==> src/rtl/id_inst_queue.sv <==
// id_inst_queue: IF->ID FIFO of {exc,pc,inst}; in_* push from IF, out_* head to decoder, count/full/empty/almost_full status, sticky ovf_err
module id_inst_queue #(
  parameter int DEPTH = 4,
  parameter int PC_W = 32,
  parameter int INST_W = 32,
  parameter int EXC_W = 32,
  parameter int AF_LEVEL = DEPTH - 1
) (
  input  logic                       clk,
  input  logic                       rst,
  input  logic                       flush,
  input  logic                       br_kill,
  input  logic                       in_valid,
  input  logic [PC_W-1:0]            in_pc,
  input  logic [INST_W-1:0]          in_inst,
  input  logic [EXC_W-1:0]           in_exc,
  output logic                       in_ready,
  output logic                       out_valid,
  output logic [PC_W-1:0]            out_pc,
  output logic [INST_W-1:0]          out_inst,
  output logic [EXC_W-1:0]           out_exc,
  input  logic                       out_ready,
  output logic [$clog2(DEPTH+1)-1:0] count,
  output logic                       full,
  output logic                       empty,
  output logic                       almost_full,
  output logic                       ovf_err
);
  localparam int AW = $clog2(DEPTH);
  localparam int CW = $clog2(DEPTH + 1);
  localparam logic [CW-1:0] FULL_CNT = CW'(DEPTH);
  localparam logic [CW-1:0] AF_CNT = CW'(AF_LEVEL);
  logic [PC_W-1:0] pc_mem [DEPTH];
  logic [INST_W-1:0] inst_mem [DEPTH];
  logic [EXC_W-1:0] exc_mem [DEPTH];
  logic [AW-1:0] rd_ptr, wr_ptr;
  logic push, pop;
  assign full = count == FULL_CNT;
  assign empty = count == '0;
  assign almost_full = count >= AF_CNT;
  assign in_ready = !full;
  assign out_valid = !empty;
  assign push = in_valid && in_ready;
  assign pop = out_valid && out_ready;
  assign out_pc = out_valid ? pc_mem[rd_ptr] : '0;
  assign out_inst = out_valid ? inst_mem[rd_ptr] : '0;
  assign out_exc = out_valid ? exc_mem[rd_ptr] : '0;
  always_ff @(posedge clk) begin
    if (push && !rst && !flush && !br_kill) begin
      pc_mem[wr_ptr] <= in_pc;
      inst_mem[wr_ptr] <= in_inst;
      exc_mem[wr_ptr] <= in_exc;
    end
  end
  always_ff @(posedge clk) begin
    if (rst || flush) begin
      rd_ptr <= '0;
      wr_ptr <= '0;
      count <= '0;
      ovf_err <= 1'b0;
    end else if (br_kill) begin
      rd_ptr <= '0;
      wr_ptr <= '0;
      count <= '0;
    end else begin
      if (push) wr_ptr <= wr_ptr + 1'b1;
      if (pop) rd_ptr <= rd_ptr + 1'b1;
      count <= count + CW'(push) - CW'(pop);
      if (in_valid && !in_ready) ovf_err <= 1'b1;
    end
  end
endmodule

==> config.mk <==
export PLATFORM = sky130hd
export DESIGN_NAME = id_inst_queue
export DESIGN_NICKNAME = d
export VERILOG_FILES = /design/src/rtl/id_inst_queue.sv
export SDC_FILE = /design/constraint.sdc
export NUM_CORES = 1
export LEC_CHECK = 0
export CAP_MARGIN = 40
export CELL_PAD_IN_SITES_DETAIL_PLACEMENT = 1
export CELL_PAD_IN_SITES_GLOBAL_PLACEMENT = 1
export CORE_MARGIN = 5
export CORE_UTILIZATION = 48
export CTS_CLUSTER_DIAMETER = 200
export CTS_CLUSTER_SIZE = 28
export DETAILED_ROUTE_END_ITERATION = 6
export GPL_TIMING_DRIVEN = 0
export PLACE_DENSITY_LB_ADDON = 0.15
export SYNTH_ARGS = -nofsm -noshare
export SYNTH_HDL_FRONTEND = slang
export SYNTH_SLANG_ARGS = --single-unit
==> constraint.sdc <==
create_clock -name clk -period 5.75 [get_ports clk]
set_input_delay 1.725 -clock clk [delete_from_list [all_inputs] [get_ports clk]]
set_output_delay 1.725 -clock clk [all_outputs]
set_load 0.05 [all_outputs]
==> impl_metrics.tcl <==
set metrics [dict create \
    status "completed" \
    clockBufferDepth 3 \
    finalCritPeriodShare 0.880 \
    synth_warnings 0 \
    routed_via_density 5.47 \
    maxSlewViolCount 0 \
    num_vias 7163 \
    fp.dieW_um 187 \
    die_h_um 187 \
    synth_cells 668 \
    row_count 64 \
    path_max_fanout 10 \
    cts_tree "done" \
    final_nets 1012 \
    ctsHoldBuffers 0 \
    worst_slew_pin_slew_ns 0.799 \
    hold_viol_final 0 \
    synth_common_cells "384 x edfxtp_1, 99 x and2_1, 96 x mux4_2" \
    final_cells 1310 \
    synth_area_leaders "edfxtp_1 77%, mux4_2 14%, and2_1 4.1%" \
    clkTransAtPathRegs_ns 0.10 \
    synthArstFlopShare 0 \
    syn_nets 778 \
    worstPathArrival_ns 3.33 \
    syn2layout_area_growth_pct 22.0 \
    fin_ws_ns 0.693 \
    place.gp.congestion 0.787 \
    p_total_mw 4.91 \
    dpl.cell_count 1277 \
    hp-class "reg2reg" \
    wl_um 32100 \
    ir_drop_mv 0.214 \
    n_antenna_cell 0 \
    crit_path_end_kind "primary output" \
    post-route-drc-count 0 \
    grt_max_degree 50 \
    placed_area_um2 17800 \
    fin_skew_ns 0.0293 \
    slew_headroom 0.467 \
    drt-pass1-iter-count 4 \
    ys_ff_latch 394 \
    worst_setup_path_start_kind "register" \
    hold_depth 2 \
    postLayoutCoreUtil 0.596 \
    grt_pass1_wl_um 49200 \
    setup_violations 0 \
    grt_overflow 0 \
    synthFlopType "edfxtp_1" \
    grt_pass1_vias 7981 \
    postCtsSetupBuffers 0 \
    synth_edf_count 384 \
    power_density_nw_per_um2 268 \
    avgRoutedWirePerCell_um 24.5 \
    synth.most_common_cell "edfxtp_1" \
    max_freq_mhz 198 \
    postLayoutCellArea_um2 18300 \
    syn_area_per_cell_um2 22.5 \
    dieArea_um2 34900 \
    numPortBuffers 206 \
    netlist-cell-type-count 26 \
    critPathRequiredTime_ns 4.03 \
    drt-initial-drc-count 365 \
    cts_root_buf "clkbuf_16" \
    synth_top_area_frac 0.768 \
    htree_levels 1 \
    core_um2 30700 \
    maxCapViolCount 0 \
    worstSkewPairLatency_ns 0.52 \
    start_util 0.488 \
    yosysSeqAreaShare 0.781 \
    grt_setup_unrepaired "false" \
    cts-resized-gates 0 \
    worstRegToRegCells 5 \
    dp_hpwl_um 21300 \
    pre_cts_ws_ns 1.01 \
    yosysTopAreaCell "edfxtp_1" \
    synthesis.area_um2 15000 \
    ios 207 \
    clkSinkCount 394 \
    cts_buffers 18 \
    p_leak_nw 5.67 \
    min_period_ns 5.06 \
    drive_gt1_frac 0.160 \
    antenna_found_initial 1 \
    final_antenna_net_count 0 \
    grtUsageTotal 0.182 \
    path_class "reg2out" \
]
-- final timing paths --
check / slack (ns) / endpoint / from
setup / recovery: 0.69 / out_exc[14] / count[1]
hold / removal: 0.51 / register / rd_ptr[1]
setup reg to reg: 3.05 / inst_mem[0][13] / count[1]
hold reg to reg: 0.51 / register / rd_ptr[1]
-- cell families after synthesis --
group,after synthesis,synth area share
adders and majority gates,8,0.00717
DFF,394,0.781
AOI/OAI and AO/OA,9,0.00342
and+or+nand+nor,117,0.0480
xor gates and xnor gates,1,0.000584
buffers and inverters,43,0.0153
muxes,96,0.144
-- report_power, final --
part | switching, mW | internal, mW
Combinational | 0.146 | 0.117
Sequential | 0.00410 | 3.16
Clock | 0.843 | 0.638
-- registers in the layout, indices dropped and copies added (netlist names), named ones only --
| register | flops |
|---|---|
| pc_mem | 128 |
| wr_ptr | 2 |
| exc_mem | 128 |
| rd_ptr | 2 |
| inst_mem | 128 |
| count | 3 |
| ovf_err | 1 |
-- cell usage in the layout (no fill, tap or decap) --
master,instances
xor2_1,1
fa_1,1
buf_16,4
clkinv_16,1
and3_4,4
mux4_2,96
dfxtp_1,10
or3b_1,1
nor2_1,2
o21ai_0,4
or3_1,3
and2_1,99
nand2_1,3
nand3_1,1
buf_12,4
inv_1,9
a21o_1,1
nand4_1,1
buf_6,5
ha_1,7
nand4b_1,1
nor3_1,2
clkbuf_1,28
clkbuf_16,19
buf_2,13
o31ai_1,1
a31oi_1,1
edfxtp_1,384
clkdlybuf4s50_1,206
a21oi_1,2
-- critical path, stage by stage (launching register included) --
cell             delay [ns]
dfxtp_1                0.46
or3_1                  0.16
buf_2                  0.33
clkbuf_1               0.37
clkbuf_1               0.45
and2_1                 0.23
clkdlybuf4s50_1        0.81
-- final cells by class --
cell class	instances	area, um2
fill	2667	12400
sequential	394	11700
multi-input combinational	231	3070
timing repair buffer	214	2240
clock buffer	31	520
tap	396	495
buffer	34	196
inverter	9	33.8
clock inverter	1	30.0
-- stage by stage --
step	hold slack, ns	setup TNS, ns
6_report	0.506	0
5_1_grt	0.538	0
2_1_floorplan	0.459	0
3_5_place_dp	0.498	0
4_1_cts	0.517	0
3_3_place_gp	0.475	-629.56
-- per-layer routing --
layer,routed length [um],track usage,vias to the layer above
met5,20,0,-
met4,355,0.0267,2
met3,1850,0.0412,28
met2,16700,0.319,184
met1,13200,0.242,3789
li1,-,-,3160
(Power assumes the default switching activity.)
